`config.mk`:
```
export PLATFORM = sky130hd
export DESIGN_NAME = spell_exec_engine_flat
export DESIGN_NICKNAME = d
export VERILOG_FILES = /design/src/rtl/spell_exec_engine_if.sv /design/src/rtl/spell_exec_engine.sv /design/src/flat_wrapper.sv
export SDC_FILE = /design/constraint.sdc
export NUM_CORES = 1
export LEC_CHECK = 0
export ABC_AREA = 0
export BUFFER_PORTS_ARGS = -buffer_cell sky130_fd_sc_hd__buf_2
export CORE_MARGIN = 8
export CORE_UTILIZATION = 45
export CTS_BUF_LIST = sky130_fd_sc_hd__clkbuf_2
export CTS_CLUSTER_SIZE = 20
export DETAILED_ROUTE_END_ITERATION = 16
export PLACE_DENSITY = 0.69
export SKIP_LAST_GASP = 1
export SLEW_MARGIN = 20
export SYNTH_ARGS = -nofsm -noshare
export SYNTH_HDL_FRONTEND = slang
export SYNTH_SLANG_ARGS = --single-unit
```
`constraint.sdc`:
```
create_clock -name clock -period 7.4 [get_ports clock]
set_input_delay 0.74 -clock clock [delete_from_list [all_inputs] [get_ports clock]]
set_output_delay 0.74 -clock clock [all_outputs]
set_load 0.01 [all_outputs]
```
`src/rtl/spell_exec_engine_if.sv`:
```
// Request/acknowledge memory port between the spell execute engine and the code/data memories.
interface spell_exec_engine_if #(
    parameter int unsigned DATA_WIDTH = 8
);
    logic                  mem_req;
    logic                  mem_we;
    logic [1:0]            mem_type;
    logic [DATA_WIDTH-1:0] mem_addr;
    logic [DATA_WIDTH-1:0] mem_wdata;
    logic [DATA_WIDTH-1:0] mem_rdata;
    logic                  mem_ack;

    modport master (output mem_req, mem_we, mem_type, mem_addr, mem_wdata,
                    input  mem_rdata, mem_ack);
    modport slave  (input  mem_req, mem_we, mem_type, mem_addr, mem_wdata,
                    output mem_rdata, mem_ack);
endinterface

```
`src/rtl/spell_exec_engine.sv`:
```
// Spell CPU execute engine: owns the data stack and retires one opcode per start/done transaction.
// Optional SPELL_EXEC_MUL_EN adds a shift-add "*" opcode; otherwise "*" pushes 8'h2A like any literal.
module spell_exec_engine #(
    parameter int unsigned DATA_WIDTH  = 8,
    parameter int unsigned STACK_DEPTH = 32,
    parameter int unsigned DELAY_SCALE = 1
) (
    input  logic                          clock,
    input  logic                          reset,
    input  logic                          start,
    input  logic [7:0]                    opcode,
    input  logic [DATA_WIDTH-1:0]         pc,
    input  logic                          out_of_order_exec,
    output logic                          done,
    output logic                          busy,
    output logic [DATA_WIDTH-1:0]         next_pc,
    output logic                          sleep,
    output logic                          err_underflow,
    output logic                          err_overflow,
    spell_exec_engine_if.master           mem,
    output logic [$clog2(STACK_DEPTH):0]  sp,
    output logic [DATA_WIDTH-1:0]         stack_top
);
    localparam int unsigned IDX_W  = $clog2(STACK_DEPTH);
    localparam int unsigned SP_W   = IDX_W + 1;
    localparam int unsigned CNT_W  = DATA_WIDTH + $clog2(DELAY_SCALE + 1);
`ifdef SPELL_EXEC_MUL_EN
    localparam int unsigned MCNT_W = $clog2(DATA_WIDTH + 1);
`endif

    typedef enum logic [2:0] {
        IDLE, EXEC, MEM, DELAY, DONE
`ifdef SPELL_EXEC_MUL_EN
        , MUL
`endif
    } state_e;

    state_e                state_q, state_d;
    logic [SP_W-1:0]       sp_q, sp_d;
    logic [DATA_WIDTH-1:0] top_q, top_d, pc_q, pc_d, next_pc_q, next_pc_d;
    logic [7:0]            op_q, op_d;
    logic                  ooo_q, ooo_d, done_q, done_d, busy_q, busy_d;
    logic                  sleep_q, sleep_d, err_uf_q, err_uf_d, err_of_q, err_of_d;
    logic                  mem_req_q, mem_req_d, mem_we_q, mem_we_d;
    logic [1:0]            mem_type_q, mem_type_d;
    logic [DATA_WIDTH-1:0] mem_addr_q, mem_addr_d, mem_wdata_q, mem_wdata_d;
    logic [CNT_W-1:0]      cnt_q, cnt_d;
`ifdef SPELL_EXEC_MUL_EN
    logic [DATA_WIDTH-1:0] mul_a_q, mul_a_d, mul_b_q, mul_b_d, mul_acc_q, mul_acc_d, mul_sum;
    logic [MCNT_W-1:0]     mul_cnt_q, mul_cnt_d;
`endif

    logic [DATA_WIDTH-1:0] stack_q [STACK_DEPTH];
    logic                  wr0_en, wr1_en;
    logic [IDX_W-1:0]      wr0_idx, wr1_idx;
    logic [DATA_WIDTH-1:0] wr0_data, wr1_data;

    logic [IDX_W-1:0]      idx_t, idx_b, idx_c, idx_n;
    logic [DATA_WIDTH-1:0] stk_b, top_pop1, top_pop2, alu;
    logic [SP_W-1:0]       need;
    logic                  push_op;

    assign idx_t    = IDX_W'(sp_q - SP_W'(1));
    assign idx_b    = IDX_W'(sp_q - SP_W'(2));
    assign idx_c    = IDX_W'(sp_q - SP_W'(3));
    assign idx_n    = IDX_W'(sp_q);
    assign stk_b    = stack_q[idx_b];
    assign top_pop1 = (sp_q >= SP_W'(2)) ? stk_b : '0;
    assign top_pop2 = (sp_q >= SP_W'(3)) ? stack_q[idx_c] : '0;
`ifdef SPELL_EXEC_MUL_EN
    assign mul_sum  = mul_b_q[0] ? mul_acc_q + mul_a_q : mul_acc_q;
`endif

    // Opcode decode: required stack depth, whether the op grows the stack, and the binary ALU result.
    always_comb begin
        need    = '0;
        push_op = 1'b0;
        case (op_q)
            "+", "-", "&", "^", "|", "@", "!", "w", "x": need = SP_W'(2);
            ">", "<", "=", ",", "?", "r":                need = SP_W'(1);
            "2": begin
                need    = SP_W'(1);
                push_op = 1'b1;
            end
            "z", 8'hff: ;
`ifdef SPELL_EXEC_MUL_EN
            "*": need = SP_W'(2);
`endif
            default: push_op = 1'b1;
        endcase
        case (op_q)
            "+":     alu = stk_b + top_q;
            "-":     alu = stk_b - top_q;
            "&":     alu = stk_b & top_q;
            "^":     alu = stk_b ^ top_q;
            default: alu = stk_b | top_q;
        endcase
    end

    // Next-state and datapath control.
    always_comb begin
        state_d     = state_q;
        sp_d        = sp_q;
        top_d       = top_q;
        op_d        = op_q;
        pc_d        = pc_q;
        ooo_d       = ooo_q;
        next_pc_d   = next_pc_q;
        sleep_d     = sleep_q;
        err_uf_d    = err_uf_q;
        err_of_d    = err_of_q;
        mem_req_d   = mem_req_q;
        mem_we_d    = mem_we_q;
        mem_type_d  = mem_type_q;
        mem_addr_d  = mem_addr_q;
        mem_wdata_d = mem_wdata_q;
        cnt_d       = cnt_q;
        wr0_en      = 1'b0;
        wr0_idx     = '0;
        wr0_data    = '0;
        wr1_en      = 1'b0;
        wr1_idx     = '0;
        wr1_data    = '0;
`ifdef SPELL_EXEC_MUL_EN
        mul_a_d     = mul_a_q;
        mul_b_d     = mul_b_q;
        mul_acc_d   = mul_acc_q;
        mul_cnt_d   = mul_cnt_q;
`endif
        case (state_q)
            IDLE: if (start) begin
                op_d     = opcode;
                pc_d     = pc;
                ooo_d    = out_of_order_exec;
                sleep_d  = 1'b0;
                err_uf_d = 1'b0;
                err_of_d = 1'b0;
                state_d  = EXEC;
            end
            EXEC: begin
                state_d   = DONE;
                next_pc_d = ooo_q ? pc_q : pc_q + DATA_WIDTH'(1);
                if (sp_q < need) begin
                    err_uf_d = 1'b1;
                end else if (push_op && sp_q == SP_W'(STACK_DEPTH)) begin
                    err_of_d = 1'b1;
                end else begin
                    case (op_q)
                        "+", "-", "&", "^", "|": begin
                            wr0_en = 1'b1; wr0_idx = idx_b; wr0_data = alu;
                            sp_d   = sp_q - SP_W'(1);
                            top_d  = alu;
                        end
                        ">", "<": begin
                            wr0_en   = 1'b1; wr0_idx = idx_t;
                            wr0_data = (op_q == ">") ? top_q >> 1 : top_q << 1;
                            top_d    = wr0_data;
                        end
                        "=": begin
                            next_pc_d = top_q;
                            sp_d      = sp_q - SP_W'(1);
                            top_d     = top_pop1;
                        end
                        "@": if (stk_b != '0) begin
                            next_pc_d = top_q;
                            wr0_en = 1'b1; wr0_idx = idx_b; wr0_data = stk_b - DATA_WIDTH'(1);
                            sp_d   = sp_q - SP_W'(1);
                            top_d  = wr0_data;
                        end else begin
                            sp_d  = sp_q - SP_W'(2);
                            top_d = top_pop2;
                        end
                        ",": begin
                            sp_d  = sp_q - SP_W'(1);
                            top_d = top_pop1;
                            if (top_q != '0) begin
                                cnt_d   = CNT_W'(top_q) * CNT_W'(DELAY_SCALE) - CNT_W'(1);
                                state_d = DELAY;
                            end
                        end
                        "2": begin
                            wr0_en = 1'b1; wr0_idx = idx_n; wr0_data = top_q;
                            sp_d   = sp_q + SP_W'(1);
                        end
                        "x": begin
                            wr0_en = 1'b1; wr0_idx = idx_t; wr0_data = stk_b;
                            wr1_en = 1'b1; wr1_idx = idx_b; wr1_data = top_q;
                            top_d  = stk_b;
                        end
                        "?", "r": begin
                            mem_req_d  = 1'b1;
                            mem_we_d   = 1'b0;
                            mem_type_d = (op_q == "?") ? 2'd2 : 2'd1;
                            mem_addr_d = top_q;
                            state_d    = MEM;
                        end
                        "!", "w": begin
                            mem_req_d   = 1'b1;
                            mem_we_d    = 1'b1;
                            mem_type_d  = (op_q == "!") ? 2'd2 : 2'd1;
                            mem_addr_d  = top_q;
                            mem_wdata_d = stk_b;
                            sp_d        = sp_q - SP_W'(2);
                            top_d       = top_pop2;
                            state_d     = MEM;
                        end
                        "z", 8'hff: sleep_d = 1'b1;
`ifdef SPELL_EXEC_MUL_EN
                        "*": begin
                            mul_a_d   = top_q;
                            mul_b_d   = stk_b;
                            mul_acc_d = '0;
                            mul_cnt_d = MCNT_W'(DATA_WIDTH - 1);
                            state_d   = MUL;
                        end
`endif
                        default: begin
                            wr0_en = 1'b1; wr0_idx = idx_n; wr0_data = DATA_WIDTH'(op_q);
                            sp_d   = sp_q + SP_W'(1);
                            top_d  = wr0_data;
                        end
                    endcase
                end
            end
            MEM: if (mem.mem_ack) begin
                mem_req_d  = 1'b0;
                mem_type_d = 2'd0;
                state_d    = DONE;
                if (!mem_we_q) begin
                    wr0_en = 1'b1; wr0_idx = idx_t; wr0_data = mem.mem_rdata;
                    top_d  = mem.mem_rdata;
                end
            end
            DELAY: begin
                cnt_d = cnt_q - CNT_W'(1);
                if (cnt_q == '0) state_d = DONE;
            end
`ifdef SPELL_EXEC_MUL_EN
            // One multiplier bit per cycle; the last step retires the product in place of B.
            MUL: begin
                mul_acc_d = mul_sum;
                mul_a_d   = mul_a_q << 1;
                mul_b_d   = mul_b_q >> 1;
                mul_cnt_d = mul_cnt_q - MCNT_W'(1);
                if (mul_cnt_q == '0) begin
                    wr0_en  = 1'b1; wr0_idx = idx_b; wr0_data = mul_sum;
                    sp_d    = sp_q - SP_W'(1);
                    top_d   = mul_sum;
                    state_d = DONE;
                end
            end
`endif
            DONE:    state_d = IDLE;
            default: state_d = IDLE;
        endcase
        done_d = (state_d == DONE);
        busy_d = (state_d != IDLE);
    end

    always_ff @(posedge clock) begin
        if (reset) begin
            state_q     <= IDLE;
            sp_q        <= '0;
            top_q       <= '0;
            op_q        <= '0;
            pc_q        <= '0;
            ooo_q       <= 1'b0;
            next_pc_q   <= '0;
            done_q      <= 1'b0;
            busy_q      <= 1'b0;
            sleep_q     <= 1'b0;
            err_uf_q    <= 1'b0;
            err_of_q    <= 1'b0;
            mem_req_q   <= 1'b0;
            mem_we_q    <= 1'b0;
            mem_type_q  <= 2'd0;
            mem_addr_q  <= '0;
            mem_wdata_q <= '0;
            cnt_q       <= '0;
`ifdef SPELL_EXEC_MUL_EN
            mul_a_q     <= '0;
            mul_b_q     <= '0;
            mul_acc_q   <= '0;
            mul_cnt_q   <= '0;
`endif
        end else begin
            state_q     <= state_d;
            sp_q        <= sp_d;
            top_q       <= top_d;
            op_q        <= op_d;
            pc_q        <= pc_d;
            ooo_q       <= ooo_d;
            next_pc_q   <= next_pc_d;
            done_q      <= done_d;
            busy_q      <= busy_d;
            sleep_q     <= sleep_d;
            err_uf_q    <= err_uf_d;
            err_of_q    <= err_of_d;
            mem_req_q   <= mem_req_d;
            mem_we_q    <= mem_we_d;
            mem_type_q  <= mem_type_d;
            mem_addr_q  <= mem_addr_d;
            mem_wdata_q <= mem_wdata_d;
            cnt_q       <= cnt_d;
`ifdef SPELL_EXEC_MUL_EN
            mul_a_q     <= mul_a_d;
            mul_b_q     <= mul_b_d;
            mul_acc_q   <= mul_acc_d;
            mul_cnt_q   <= mul_cnt_d;
`endif
        end
    end

    // Stack storage carries no reset; entries above sp are never observed.
    always_ff @(posedge clock) begin
        if (wr0_en) stack_q[wr0_idx] <= wr0_data;
        if (wr1_en) stack_q[wr1_idx] <= wr1_data;
    end

    assign done          = done_q;
    assign busy          = busy_q;
    assign next_pc       = next_pc_q;
    assign sleep         = sleep_q;
    assign err_underflow = err_uf_q;
    assign err_overflow  = err_of_q;
    assign sp            = sp_q;
    assign stack_top     = top_q;
    assign mem.mem_req   = mem_req_q;
    assign mem.mem_we    = mem_we_q;
    assign mem.mem_type  = mem_type_q;
    assign mem.mem_addr  = mem_addr_q;
    assign mem.mem_wdata = mem_wdata_q;
endmodule

```
`src/flat_wrapper.sv`:
```
// flat-port wrapper written by rule: the top's interface ports become plain ports
module spell_exec_engine_flat 
#(
    parameter int unsigned DATA_WIDTH  = 8,
    parameter int unsigned STACK_DEPTH = 32,
    parameter int unsigned DELAY_SCALE = 1
)
  (clock, reset, start, opcode, pc, out_of_order_exec, done, busy, next_pc, sleep, err_underflow, err_overflow, sp, stack_top, mem_mem_req, mem_mem_we, mem_mem_type, mem_mem_addr, mem_mem_wdata, mem_mem_rdata, mem_mem_ack);
  spell_exec_engine_if #(.DATA_WIDTH(DATA_WIDTH)) mem_i ();
  input  logic clock;
  input  logic reset;
  input  logic start;
  input  logic [7:0] opcode;
  input  logic [DATA_WIDTH-1:0] pc;
  input  logic out_of_order_exec;
  output logic done;
  output logic busy;
  output logic [DATA_WIDTH-1:0] next_pc;
  output logic sleep;
  output logic err_underflow;
  output logic err_overflow;
  output logic [$clog2(STACK_DEPTH):0] sp;
  output logic [DATA_WIDTH-1:0] stack_top;
  output wire logic [$bits(mem_i.mem_req)-1:0] mem_mem_req;
  output wire logic [$bits(mem_i.mem_we)-1:0] mem_mem_we;
  output wire logic [$bits(mem_i.mem_type)-1:0] mem_mem_type;
  output wire logic [$bits(mem_i.mem_addr)-1:0] mem_mem_addr;
  output wire logic [$bits(mem_i.mem_wdata)-1:0] mem_mem_wdata;
  input wire logic [$bits(mem_i.mem_rdata)-1:0] mem_mem_rdata;
  input wire logic [$bits(mem_i.mem_ack)-1:0] mem_mem_ack;
  assign mem_mem_req = mem_i.mem_req;
  assign mem_mem_we = mem_i.mem_we;
  assign mem_mem_type = mem_i.mem_type;
  assign mem_mem_addr = mem_i.mem_addr;
  assign mem_mem_wdata = mem_i.mem_wdata;
  assign mem_i.mem_rdata = mem_mem_rdata;
  assign mem_i.mem_ack = mem_mem_ack;
  spell_exec_engine #(.DATA_WIDTH(DATA_WIDTH), .STACK_DEPTH(STACK_DEPTH), .DELAY_SCALE(DELAY_SCALE)) u_core (.clock(clock), .reset(reset), .start(start), .opcode(opcode), .pc(pc), .out_of_order_exec(out_of_order_exec), .done(done), .busy(busy), .next_pc(next_pc), .sleep(sleep), .err_underflow(err_underflow), .err_overflow(err_overflow), .mem(mem_i), .sp(sp), .stack_top(stack_top));
endmodule
```
==> results of run 1 <==
logic make-up (layout without fill, tap and decap cells):
logic type	after synthesis	in the layout	synth area share (%)
AOI/OAI and AO/OA	609	609	17.2
xor gates and xnor gates	32	32	1.27
adders and majority gates	39	39	2.25
buffers and inverters	249	382	4.84
DFF	332	332	41.7
muxes	275	275	18.5
other	0	6	0
and+or+nand+nor	670	670	14.3
state kept, by name (all words and copies together) (netlist names), 2 cells and up:
signal and cells:
u_core.cnt_q 9, u_core.mem.mem_addr 8, u_core.mem.mem_type 2, u_core.mem.mem_wdata 8
u_core.next_pc 8, u_core.op_q 8, u_core.pc_q 8, u_core.sp 6
u_core.stack_q 256, u_core.stack_top 8, u_core.state_q 3
per-layer routing:
| metal | global-route usage, % | wire length (um) |
|---|---|---|
| met1 | 38.1 | 31700 |
| met2 | 45.0 | 37900 |
| met3 | 9.45 | 12100 |
| met4 | 16.9 | 4990 |
| met5 | 0 | 26 |
cells in the mapped netlist, drive strengths merged (8+ instances only):
| cell type | number |
|---|---|
| and2 | 10 |
| or3 | 18 |
| nor2b | 16 |
| edfxtp | 256 |
| dfxtp | 76 |
| nor2 | 155 |
| a21o | 8 |
| nand4 | 11 |
| xor2 | 10 |
| nand3 | 47 |
| nand3b | 12 |
| a22oi | 36 |
| ha | 38 |
| o22ai | 26 |
| o21ai | 161 |
| o211ai | 19 |
| nor4 | 16 |
| nor3 | 73 |
| a31oi | 30 |
| o221ai | 11 |
| nand2 | 251 |
| a211oi | 24 |
| nand2b | 13 |
| xnor2 | 22 |
| clkbuf | 140 |
| buf | 72 |
| or4 | 13 |
| a21oi | 205 |
| inv | 35 |
| mux2i | 154 |
| mux2 | 17 |
| mux4 | 104 |
| o311ai | 12 |
layout by cell type, fill, tap and decap left out, types with 8 or more instances in the layout:
cell type / n
a211oi_1: 24
a21o_1: 8
a21oi_1: 202
a22oi_1: 35
a31oi_1: 30
and2_1: 9
buf_2: 75
buf_4: 81
clkbuf_2: 126
clkinv_1: 30
dfxtp_1: 73
dlygate4sd3_1: 23
edfxtp_1: 256
ha_1: 36
inv_1: 31
mux2_2: 17
mux2i_1: 154
mux4_2: 104
nand2_1: 250
nand2b_1: 13
nand3_1: 47
nand3b_1: 12
nand4_1: 11
nor2_1: 148
nor2b_1: 16
nor3_1: 69
nor4_1: 15
o211ai_1: 19
o21ai_0: 151
o221ai_1: 11
o22ai_1: 26
o311ai_0: 12
or3_1: 16
or4_1: 13
xnor2_1: 20
xor2_1: 10
through the flow:
stage / total power [W] / hold slack, ns / instances
after detailed placement: 0.00333 / 0.450 / 2774
after floorplan: 0.00292 / 0.445 / 2206
final: 0.00469 / 0.146 / 2967
after global placement: 0.00332 / 0.444 / 2774
after global routing: 0.00485 / 0.191 / 2962
after CTS: 0.00465 / 0.0490 / 2961
what timing repair did:
action                     in CTS  in global routing
hold buffers                   23                  0
buffers inserted                0                  0
hold endpoints to repair       24                  0
setup endpoints to repair       0                  0
cell type report:
cell class / instances / area [sq um]
Tap cell: 622 / 778
Clock inverter: 38 / 165
Timing Repair Buffer: 181 / 1250
Clock buffer: 126 / 631
Fill cell: 4458 / 24500
Antenna cell: 6 / 15.0
Sequential cell: 332 / 9220
Multi-Input combinational cell: 1625 / 11900
Inverter: 37 / 139
critical path: stages (launching register included):
cell      delay, ns
dfxtp_1        0.33
buf_4          0.23
inv_1          0.16
ha_2           0.95
nor2_1         0.40
a22oi_1        0.30
a21oi_1        0.12
a2111o_1       0.40
buf_4          0.19
ha_1           0.23
o41ai_1        0.15
or3_4          0.34
o31a_1         0.52
a31oi_1        0.18
or4b_1         0.96
o21ai_2        0.58
how the worst max path moves through the flow:
stage                                          from                         endpoint  slack (ns)  cells past startpoint
final                     u_core.sp[2]$_SDFFE_PP0P_  u_core.stack_q[24][3]$_DFFE_PP_        0.86                     15
after CTS                 u_core.sp[2]$_SDFFE_PP0P_  u_core.stack_q[24][3]$_DFFE_PP_        1.02                     15
after global routing      u_core.sp[2]$_SDFFE_PP0P_  u_core.stack_q[24][3]$_DFFE_PP_        0.69                     15
after global placement    u_core.sp[2]$_SDFFE_PP0P_  u_core.stack_q[20][3]$_DFFE_PP_        1.39                     15
after detailed placement  u_core.sp[2]$_SDFFE_PP0P_  u_core.stack_q[20][7]$_DFFE_PP_        1.15                     15
after floorplan           u_core.sp[1]$_SDFFE_PP0P_   u_core.stack_q[6][0]$_DFFE_PP_        1.35                     20
power by group through the flow:
stage	Combinational (W)	Clock, W	Sequential, W
4_1_cts	0.00125	0.00135	0.00205
2_1_floorplan	0.000846	0	0.00208
5_1_grt	0.00136	0.00143	0.00206
6_report	0.00130	0.00133	0.00206
3_5_place_dp	0.00124	0	0.00210
3_3_place_gp	0.00122	0	0.00210
==> reports/qor.txt, run 1 <==
status = completed
initial drt markers = 3,645
dpl hpwl = 60,800 um
Util after Layout = 49.5%
asr flop ratio synth = 0%
Final Cell Area = 24,100 sq um
Sequential Power Share = 43.8%
cts bufs inserted = 91
Max Cap Viol = 0
skew final = 0.133 ns
final setup vio count = 0
Worst-Skew Late Latency = 1.19 ns
initial antenna violation count = 7
P per Cell Area = 195 nW/um^2
Clock Power Share = 28.4%
CTS resizes = 0
r2r endpoint = u_core.stack_q[24][3]$_DFFE_PP_
Seq cells post-synth = 332
Num Clock Sinks = 332
Initial Util = 45.4%
H-tree levels = 3
Die Width = 237 um
row cnt = 81
IO Port Bufs = 75
number of I/O pins = 76
Logic pwr share = 27.7%
Seq/Total Area, Yosys = 41.7%
total negative slack = 0 ns
largest net degree at the start of global routing = 98
Worst VDD drop = 103 uV
TritonCTS clock tree = yes
worst-path fanout max = 33
clock tree root buffer cell = clkbuf_2
total grt overflow = 0
Syn-to-layout area delta = 9.22%
R2R Setup Slk = 0.86 ns
Total Routing Usage GR = 30.0%
cell area after synthesis = 22,100 sq um
Reg clk slew, reported paths = 0.11 ns
Yosys top cell by area = edfxtp_1
part of the cycle the worst path needs = 88.4%
WL final = 86,700 um
NetSw = 0.00173 W
hold path depth = 5
Setup crit end kind = register
vias in the first global route = 19,400
routed len/inst = 29.2 um
placer congestion estimate = 1.09
Hold Path Class = in2reg
worst slew pin tran = 1.22 ns
Critical Path RT = 8.11 ns
Top FF cell, synth = edfxtp_1
DR vias/cell = 6.88
Setup CP Type = reg2reg
RSZ-0062 raised after global routing = no
share of post-route cells with drive strength above 1 = 20.2%
nets@finish = 2,336
fin crit period = 6.54 ns
setup ws final = 0.857 ns
slew margin rel. = 19.0%
FMAX = 153 MHz
post-synth cell types = 93
R2R depth = 15
Post-route DRC = 0
Final Hold Viols = 0
dpl ws = 1.15 ns
Area contributors post-synth = edfxtp_1, mux4_2, mux2i_1
CTS Buffer Depth = 3
die area = 56,400 sq um
Post-Syn Nets = 2,274
sw frac = 36.8%
Hold Path End = u_core.stack_top[3]$_SDFFE_PP0P_
Internal = 0.00296 W
r2r startpoint = u_core.sp[2]$_SDFFE_PP0P_
P_leak = 8.19 nW
mean cell area of the mapped netlist = 10.0 sq um
Yosys warnings = 0
first-pass GRT wire length = 128,000 um
DR pass1 iterations = 8
crit path launch type = register
synthesized instance count = 2,206
Slew Viols, Final = 0
Via Count = 20,400
crit path DAT = 7.26 ns
Core Area = 48,600 sq um
share of the synthesized area in the top cell type = 34.8%
HP Start = mem_mem_rdata[3]
final antenna-violating net count = 0
Die Span Y = 237 um
EDFF count, synth = 256
Post-DP Area = 23,100 sq um
No activity file was read; power rests on OpenSTA's default activity.
==> run 2: changes to the inputs <==
--- a/config.mk
+++ b/config.mk
@@ -13,6 +13,7 @@
 export CTS_CLUSTER_SIZE = 20
 export DETAILED_ROUTE_END_ITERATION = 16
 export PLACE_DENSITY = 0.69
+export REMOVE_ABC_BUFFERS = 1
 export SKIP_LAST_GASP = 1
 export SLEW_MARGIN = 20
 export SYNTH_ARGS = -nofsm -noshare
==> run 2 against run 1 <==
  * Combinational power barely moved
  * Total power increased by 0.61%
  * Cell area grew 0.62%
  * Core utilization is 0.31 points higher
  * Worst setup slack got worse by 0.17 ns
  * Hold slack lost 0.069 ns
  * Global-route usage is 0.77 points lower
  * Via count shrank 0.44%
  * Sequential share of layout area fell by 0.25 points
  * First-iteration DRC count shrank 14%
  * Final cell count is 0.67% higher
  * Fmax shrank 2.6%
  * Critical path type unchanged
  * Largest cell class unchanged
==> reports/qor.txt, run 2 (synthesis gave the netlist of run 1 again) <==
WL final = 84,400 um (-2.6%)
status = completed
Core Area = 48,600 sq um (unchanged)
worst slew pin tran = 1.28 ns (+0.0659 ns)
Setup crit end kind = register
sw frac = 36.4% (-0.39 points)
die area = 56,400 sq um (unchanged)
skew final = 0.157 ns (+0.0238 ns)
Largest register FFs = 256 (unchanged)
routed len/inst = 28.3 um (-3.3%)
final antenna-violating net count = 0 (unchanged)
CTS resizes = 0 (unchanged)
Post-Place Cells = 2,792 (+0.65%)
cts bufs inserted = 91 (unchanged)
Worst-Skew Late Latency = 1.20 ns (about the same)
worst-path fanout max = 19 (-42%)
number of I/O pins = 76 (unchanged)
dpl hpwl = 58,200 um (-4.2%)
largest net degree at the start of global routing = 81 (-17%)
initial drt markers = 3,137 (-14%)
first-pass GRT wire length = 125,000 um (-1.8%)
Slew Viols, Final = 0 (unchanged)
Die Span Y = 237 um (unchanged)
Logic pwr share = 27.0% (-0.7 points)
share of post-route cells with drive strength above 1 = 21.0% (+0.77 points)
Num Clock Sinks = 332 (unchanged)
Die Width = 237 um (unchanged)
Post-CTS Setup Bufs = 0 (unchanged)
Largest Register = u_core.stack_q
row cnt = 81 (unchanged)
CTS Buffer Depth = 3 (unchanged)
Worst VDD drop = 128 uV (+24%)
crit path DAT = 7.45 ns (+0.19 ns)
DR pass1 iterations = 7 (-1)
IO Port Bufs = 75 (unchanged)
crit path launch type = register
final std cells w/o fill = 2,987 (+0.67%)
highest-count cells in the layout ignoring fill and taps = edfxtp_1, nand2_1, a21oi_1, mux2i_1, o21ai_0
final setup vio count = 0 (unchanged)
placer congestion estimate = 1.04 (-4.6%)
TritonCTS clock tree = yes
Sequential Power Share = 44.0% (+0.2 points)
H-tree levels = 3 (unchanged)
Hold Path Class = in2reg
dpl ws = 1.11 ns (-0.0433 ns)
Reg clk slew, reported paths = 0.10 ns (about the same)
Clock Power Share = 29.0% (+0.6 points)
part of the cycle the worst path needs = 90.7% (+2.3 points)
vias in the first global route = 19,300 (-0.76%)
Total Routing Usage GR = 29.2% (-0.77 points)
initial antenna violation count = 2 (-5)
Final Hold Viols = 0 (unchanged)
RSZ-0062 raised after global routing = no
total grt overflow = 0 (unchanged)
clock tree root buffer cell = clkbuf_2
P per Cell Area = 195 nW/um^2 (about the same)
Initial Util = 45.4% (unchanged)
Critical Path RT = 8.13 ns (+0.02 ns)
DR vias/cell = 6.80 (-1.1%)
P_leak = 8.31 nW (+1.5%)
NetSw = 0.00172 W (-0.46%)
Largest regs = u_core.stack_q x256, u_core.cnt_q x9
Util after Layout = 49.9% (+0.31 points)
FMAX = 149 MHz (-2.6%)
total negative slack = 0 ns (unchanged)
fin crit period = 6.72 ns (+0.172 ns)
setup ws final = 0.685 ns (-0.172 ns)
R2R Setup Slk = 0.68 ns (-0.17 ns)
Via Count = 20,300 (-0.44%)
Setup CP Type = reg2reg
Post-route DRC = 0 (unchanged)
Internal = 0.00300 W (+1.2%)
Syn-to-layout area delta = 9.89%
most common cell after layout, fill and taps aside = edfxtp_1
Max Cap Viol = 0 (unchanged)
nets@finish = 2,351 (+0.64%)
slew margin rel. = 14.4% (-4.6 points)
==> run 2: cell count changes in the layout (fill, tap and decap cells not counted), moves of 2 or more <==
cell           delta
buf_4            +17
clkbuf_2          -2
clkinv_1          -3
clkinv_2          +9
dfxtp_1           +2
dfxtp_2           -2
dlygate4sd3_1     -4
nor2_1            +2
==> run 2: stage by stage <==
stage               power, W  hold WS (ns)  instance area [sq um]
floorplan            0.00294         0.439                  21100
global placement     0.00331         0.441                  23200
detailed placement   0.00333         0.447                  23200
CTS                  0.00468       0.00697                  24200
global route         0.00489        0.0131                  24300
finish               0.00472        0.0771                  24300
==> run 2: cell type report <==
class	count	area, sq um
Multi-Input combinational cell	1625	11900
Inverter	37	139
Sequential cell	332	9210
Fill cell	4472	24400
Antenna cell	7	17.5
Timing Repair Buffer	196	1370
Clock inverter	44	224
Tap cell	622	778
Clock buffer	124	621
==> run 2: timing repair <==
| action | 4_1_cts | 5_1_grt |
|---|---|---|
| hold buffers | 19 | 0 |
| setup endpoints to repair | 0 | 0 |
| hold endpoints to repair | 19 | 0 |
==> run 2: final timing paths <==
path              cells past startpoint                             endpoint                                start
hold / removal                        3               u_core.done$_SDFF_PP0_                          mem_mem_ack
setup / recovery                     14      u_core.stack_q[15][4]$_DFFE_PP_            u_core.sp[2]$_SDFFE_PP0P_
setup reg to reg                     14      u_core.stack_q[15][4]$_DFFE_PP_            u_core.sp[2]$_SDFFE_PP0P_
hold reg to reg                       2  u_core.mem.mem_addr[3]$_SDFFE_PP0P_  u_core.mem.mem_addr[3]$_SDFFE_PP0P_
==> run 2: critical path, stage by stage, from the launching register on <==
cell and delay, ns:
dfxtp_1 0.75, inv_1 0.25, ha_2 0.70, buf_4 0.40
mux4_2 0.36, and2_1 0.17, a221oi_1 0.42, a2111o_1 0.25
ha_1 0.23, o41ai_1 0.15, or3_4 0.46, o21ai_4 0.30
a211oi_1 0.17, o21bai_1 1.01, o22ai_1 0.61
==> run 2: power by group through the flow <==
stage	sequential, W	clock (W)	combinational, W
final	0.00208	0.00137	0.00127
after global routing	0.00208	0.00148	0.00133
after CTS	0.00207	0.00138	0.00123
after detailed placement	0.00212	0	0.00121
after global placement	0.00212	0	0.00119
after floorplan	0.00214	0	0.000798
==> run 2: metal layers <==
| metal | track usage (%) | vias up | wire (um) |
|---|---|---|---|
| li1 | - | 8630 | - |
| met2 | 46.8 | 1600 | 38700 |
| met5 | 0 | - | 0 |
| met1 | 36.9 | 9795 | 30900 |
| met4 | 13.4 | 0 | 4310 |
| met3 | 7.68 | 284 | 10400 |
